`src/rtl/domain_rr_arb2_pkg.sv`:
```
// rtl/domain_rr_arb2_pkg.sv - shared types and helpers for domain_rr_arb2
package domain_rr_arb2_pkg;

    // Security-domain tag carried alongside every message.
    localparam int DOMAIN_W = 2;

    typedef enum logic [DOMAIN_W-1:0] {
        DOMAIN_L0 = 2'd0,   // normal world
        DOMAIN_L1 = 2'd1    // secure world
    } domain_e;

    // One-entry output buffer occupancy.
    typedef enum logic {
        BUF_EMPTY = 1'b0,
        BUF_FULL  = 1'b1
    } buf_state_e;

    // Index of the winning requester among those pending; tie_idx breaks a tie.
    // Returns 0 when nothing is pending, callers qualify with the valids.
    function automatic logic rr_pick(input logic v0, input logic v1, input logic tie_idx);
        if (v0 && v1) begin
            return tie_idx;
        end else if (v1) begin
            return 1'b1;
        end else begin
            return 1'b0;
        end
    endfunction

endpackage

```
`src/rtl/domain_rr_arb2_mux2.sv`:
```
// rtl/domain_rr_arb2_mux2.sv - two-input data mux feeding the arbiter output buffer
//
// Ports:
//   in0, in1 : candidate words (message and domain tag concatenated)
//   sel      : 0 picks in0, 1 picks in1
//   out      : selected word
module domain_rr_arb2_mux2 #(
    parameter int p_nbits = 1
) (
    input  logic [p_nbits-1:0] in0,
    input  logic [p_nbits-1:0] in1,
    input  logic               sel,
    output logic [p_nbits-1:0] out
);

    assign out = sel ? in1 : in0;

endmodule

```
`src/rtl/domain_rr_arb2.sv`:
```
// rtl/domain_rr_arb2.sv - two-input domain-tagged round-robin arbiter with one-entry output buffer
//
// Build option: ARB_TDM_EN selects strict time-slotted ownership (timing-channel
// isolation) instead of work-conserving round-robin.
//
// Ports:
//   clk, reset                    : clock, synchronous active-high reset
//   in0_val/in0_rdy/in0_msg/in0_domain : requester 0 (normal world) val/rdy channel
//   in1_val/in1_rdy/in1_msg/in1_domain : requester 1 (secure world) val/rdy channel
//   out_val/out_rdy/out_msg/out_domain : buffered output val/rdy channel
//   sel                           : mux select, index of the input granted this cycle
module domain_rr_arb2
    import domain_rr_arb2_pkg::*;
#(
    parameter int p_nbits    = 32,
    parameter int p_slot_len = 4
) (
    input  logic                clk,
    input  logic                reset,

    input  logic                in0_val,
    output logic                in0_rdy,
    input  logic [p_nbits-1:0]  in0_msg,
    input  logic [DOMAIN_W-1:0] in0_domain,

    input  logic                in1_val,
    output logic                in1_rdy,
    input  logic [p_nbits-1:0]  in1_msg,
    input  logic [DOMAIN_W-1:0] in1_domain,

    output logic                out_val,
    input  logic                out_rdy,
    output logic [p_nbits-1:0]  out_msg,
    output logic [DOMAIN_W-1:0] out_domain,

    output logic                sel
);

    localparam int W = p_nbits + DOMAIN_W;

    if (p_slot_len < 1) begin : g_bad_slot_len
        $error("domain_rr_arb2: p_slot_len must be at least 1");
    end

    buf_state_e   state_q;
    buf_state_e   state_d;
    logic         can_accept;
    logic         gnt0;
    logic         gnt1;
    logic         sel_c;
    logic         enq;
    logic         deq;
    logic [W-1:0] mux_out;

    // A dequeue frees the slot in the same cycle, so a full buffer being
    // drained can still take a new message.
    assign can_accept = (state_q == BUF_EMPTY) || out_rdy;

`ifdef ARB_TDM_EN
    localparam int                CNT_W     = (p_slot_len > 1) ? $clog2(p_slot_len) : 1;
    localparam logic [CNT_W-1:0]  SLOT_LAST = CNT_W'(p_slot_len - 1);

    logic [CNT_W-1:0] slot_cnt;
    logic             owner;

    // Slot counter free-runs regardless of traffic so grant timing leaks
    // nothing about the other domain's activity.
    always_ff @(posedge clk) begin
        if (reset) begin
            slot_cnt <= '0;
            owner    <= 1'b0;
        end else if (slot_cnt == SLOT_LAST) begin
            slot_cnt <= '0;
            owner    <= ~owner;
        end else begin
            slot_cnt <= slot_cnt + 1'b1;
        end
    end

    assign gnt0  = can_accept && !owner && in0_val;
    assign gnt1  = can_accept &&  owner && in1_val;
    assign sel_c = owner;
`else
    logic prio;
    logic pick;

    assign pick  = rr_pick(in0_val, in1_val, prio);
    assign gnt0  = can_accept && (in0_val || in1_val) && !pick;
    assign gnt1  = can_accept && (in0_val || in1_val) &&  pick;
    // With no grant the mux simply parks on the current priority holder.
    assign sel_c = (gnt0 || gnt1) ? pick : prio;

    // After serving input i, the other input takes priority on a tie.
    always_ff @(posedge clk) begin
        if (reset) begin
            prio <= 1'b0;
        end else if (enq) begin
            prio <= gnt0;
        end
    end
`endif

    assign in0_rdy = gnt0 && !reset;
    assign in1_rdy = gnt1 && !reset;
    assign sel     = sel_c;

    // Grants already imply the matching valid, so any rdy is a transfer.
    assign enq = in0_rdy || in1_rdy;
    assign deq = (state_q == BUF_FULL) && out_rdy;

    domain_rr_arb2_mux2 #(
        .p_nbits (W)
    ) u_mux (
        .in0 ({in0_domain, in0_msg}),
        .in1 ({in1_domain, in1_msg}),
        .sel (sel_c),
        .out (mux_out)
    );

    always_ff @(posedge clk) begin
        if (reset) begin
            state_q <= BUF_EMPTY;
        end else begin
            state_q <= state_d;
        end
    end

    always_comb begin
        state_d = state_q;
        if (enq) begin
            state_d = BUF_FULL;
        end else if (deq) begin
            state_d = BUF_EMPTY;
        end
    end

    // Payload and tag are captured together and only on enqueue, so they
    // hold steady through back-pressure and keep their value after a drain.
    always_ff @(posedge clk) begin
        if (reset) begin
            out_msg    <= '0;
            out_domain <= '0;
        end else if (enq) begin
            {out_domain, out_msg} <= mux_out;
        end
    end

    assign out_val = (state_q == BUF_FULL);

endmodule

```
`config.mk`:
```
export PLATFORM = sky130hd
export DESIGN_NAME = domain_rr_arb2
export DESIGN_NICKNAME = d
export VERILOG_FILES = /design/src/rtl/domain_rr_arb2_pkg.sv /design/src/rtl/domain_rr_arb2_mux2.sv /design/src/rtl/domain_rr_arb2.sv
export SDC_FILE = /design/constraint.sdc
export NUM_CORES = 1
export LEC_CHECK = 0
export ABC_AREA = 1
export BUFFER_PORTS_ARGS = -buffer_cell sky130_fd_sc_hd__buf_4
export CORE_UTILIZATION = 25
export DETAILED_ROUTE_END_ITERATION = 6
export SKIP_CTS_REPAIR_TIMING = 1
export SYNTH_ARGS = -nofsm -noshare
export SYNTH_HDL_FRONTEND = slang
export SYNTH_SLANG_ARGS = --single-unit
```
`constraint.sdc`:
```
create_clock -name clk -period 1.5 [get_ports clk]
set_input_delay 0.225 -clock clk [delete_from_list [all_inputs] [get_ports clk]]
set_output_delay 0.225 -clock clk [all_outputs]
set_load 0.005 [all_outputs]
```
==> results.yml <==
drt:
  vias_per_cell: 4.511
  drtAntennaViolNets: 0
  firstDrtPassIters: 4
  drt-total-wl_um: 6739
  vias: 2481
  drt_iter0_drc: 57
  drc: 0
  wl_per_cell_um: 12.25
power_and_ir_drop:
  power_leakage_nw: 1.734
  power_density_nw_per_um2: 817.9
  worst_ir_drop_vdd_mv: 0.3008
layout:
  n_fill_cell: 927
  fin_nets: 515
  antenna_cells: 0
  instances_no_fill: 550
  layout-drive-gt1-share_pct: 37.33
  final_area_sq_um: 3486
  multi_input_area_sq_um: 1366
  final-seq-area_sq_um: 723.2
  syn_to_final_growth_pct: 56.87
synthesis:
  syn-cell-area_sq_um: 2222
  synth_area_per_cell_sq_um: 6.796
  syn_nets: 400
  synth_cell_type_count: 22
  netlist_instances: 327
  ys_seq_area_share_pct: 32.43
  yosysWarnings: 0
  ys_ff_latch: 36
floorplan:
  die_x_um: 96.28
  dieArea_sq_um: 9270
  coreArea_sq_um: 8678
  die_height_um: 96.28
  ios: 111
  initial_core_util_pct: 25.61
  placementRows: 34
sta:
  final_hold_viol_count: 0
  hold_ws_ns: 0.09668
  max-slew-margin-rel_pct: 73.61
  fmax_mhz: 672.3
  grt_setup_unrepaired: "yes"
  finalCritPeriodShare_pct: 99.17
  fin_crit_ns: 1.488
  finClkSkew_ns: 0.003866
  worst_slew_pin_slew_ns: 0.3959
  finalSetupViolCount: 0
  slew_violations: 0
  worst_slack_ns: 0.01248
grt:
  grt.overflow.total: 0
  use_met2_pct: 23.52
  grt_pass1_wl_um: 9528
  grt_usage_pct: 13.28
  grt_max_degree: 40
  antenna_found_initial: 0
  grt.met1_usage_pct: 15.65
  met3_usage_pct: 3.712
  grt_pass1_vias: 2166
  busiest_layer: "met2"
worst_setup_path:
  worstSetupEndpointType: "primary output"
  crit_required_ns: 1.27
  path_class: "reg -> out"
  worstSetupStartpointType: "flop"
  cp_max_fo: 6
  cp.arrival_ns: 1.26
min_path:
  hp-class: "in -> reg"
clock_network:
  cts_htree_levels: 2
  clock_latency_ns: 0.28
  cts_tree: "done"
  clk_pin_slew_ns: 0.07
  cts_buffers: 5
  cts_sinks: 36
  clockBufferDepth: 2
  cts_root_buffer: "clkbuf_8"
placement:
  numPortBuffers: 110
  post-place-ws_ns: 0.1352
  place_area_sq_um: 3189
  gp_congestion: 0.7457
  dpl.cell_count: 529
  hpwl_um: 4319
status:
  status: "complete, no violations"
flow_run:
  max_cap_viol_count: 0
## metrics by stage
stage	power [W]	setup TNS, ns	util (%)
2_1_floorplan	0.001676	0	-
3_3_place_gp	0.002106	0	36.75
3_5_place_dp	0.002117	0	36.75
4_1_cts	0.002802	-0.2849	37.64
5_1_grt	0.003069	-0.3033	40.17
6_report	0.002851	0	40.17
## cells by family after synthesis
| kind of cell | synth area share, % |
|---|---|
| and+or+nand+nor | 46.34 |
| AOI/OAI and AO/OA | 13.23 |
| DFF | 32.43 |
| buffers and inverters | 7.996 |
## layer usage
layer  up-vias  routed length (um)
li1       1289                   -
met1      1112                3058
met2        72                3177
met3         8                 433
met4         0                  69
met5         -                   0
## sequential cells by signal (all words and copies together) (netlist names)
| name | flops |
|---|---|
| prio | 1 |
| out_msg | 32 |
| out_val | 1 |
| out_domain | 2 |
## synthesized netlist by cell type
| cell type | count | area [sq um] |
|---|---|---|
| inv_2 | 2 | 7.510 |
| nor2_4 | 1 | 11.26 |
| a21boi_1 | 16 | 120.1 |
| buf_2 | 16 | 80.08 |
| a21boi_0 | 13 | 97.59 |
| inv_1 | 7 | 26.28 |
| buf_4 | 3 | 22.52 |
| a31oi_1 | 1 | 6.260 |
| nand3b_1 | 34 | 255.2 |
| nand2_2 | 3 | 18.77 |
| nand2_1 | 75 | 281.5 |
| nand3_2 | 1 | 10.01 |
| nor2_2 | 1 | 6.260 |
| nand3_1 | 34 | 170.2 |
| nor2_1 | 69 | 259.0 |
| dfxtp_1 | 36 | 720.7 |
| clkbuf_1 | 5 | 18.77 |
| buf_6 | 2 | 22.52 |
| nand3_4 | 1 | 17.52 |
| a21boi_2 | 5 | 56.30 |
| a21oi_1 | 1 | 5.000 |
| a21oi_2 | 1 | 8.760 |
## power breakdown
part | internal (W) | switching [W]
registers | 0.00106 | 0.0000506
clock network | 0.000316 | 0.000347
logic | 0.000584 | 0.000493
## critical path: stages, from the launching register on
cell and delay, ns:
dfxtp_2 0.35, inv_2 0.05, nor2_2 0.04, nor2_4 0.16, nand3_4 0.11, buf_12 0.15
inv_4 0.04, buf_6 0.08
## final timing paths
kind / end / from / slack (ns) / cells past startpoint
min reg2reg: out_val / out_val / 0.56 / 2
max: in0_rdy / out_val / 0.01 / 7
max reg2reg: out_msg[2] / prio / 0.05 / 9
min: out_val / reset / 0.1 / 2
## area by class of cell
class,instances,share of cell area (%)
clock buffers,6,2.082
multi-input cells,256,39.20
well taps,108,3.877
clock inverters,1,0.1436
repair buffers,134,32.70
inverters,9,1.256
flip-flops and latches,36,20.75
## cell usage in the layout, fill, tap and decap left out, types with 3 or more instances in the layout
cell type	count
nand2_4	3
inv_1	4
nor2_1	68
clkbuf_8	5
nand3b_1	34
dfxtp_1	34
a21boi_0	13
a21boi_1	16
buf_6	3
nand2_1	71
nand2_2	4
nand3_1	34
buf_4	122
buf_12	7
a21boi_2	5
(Power assumes the default switching activity.)
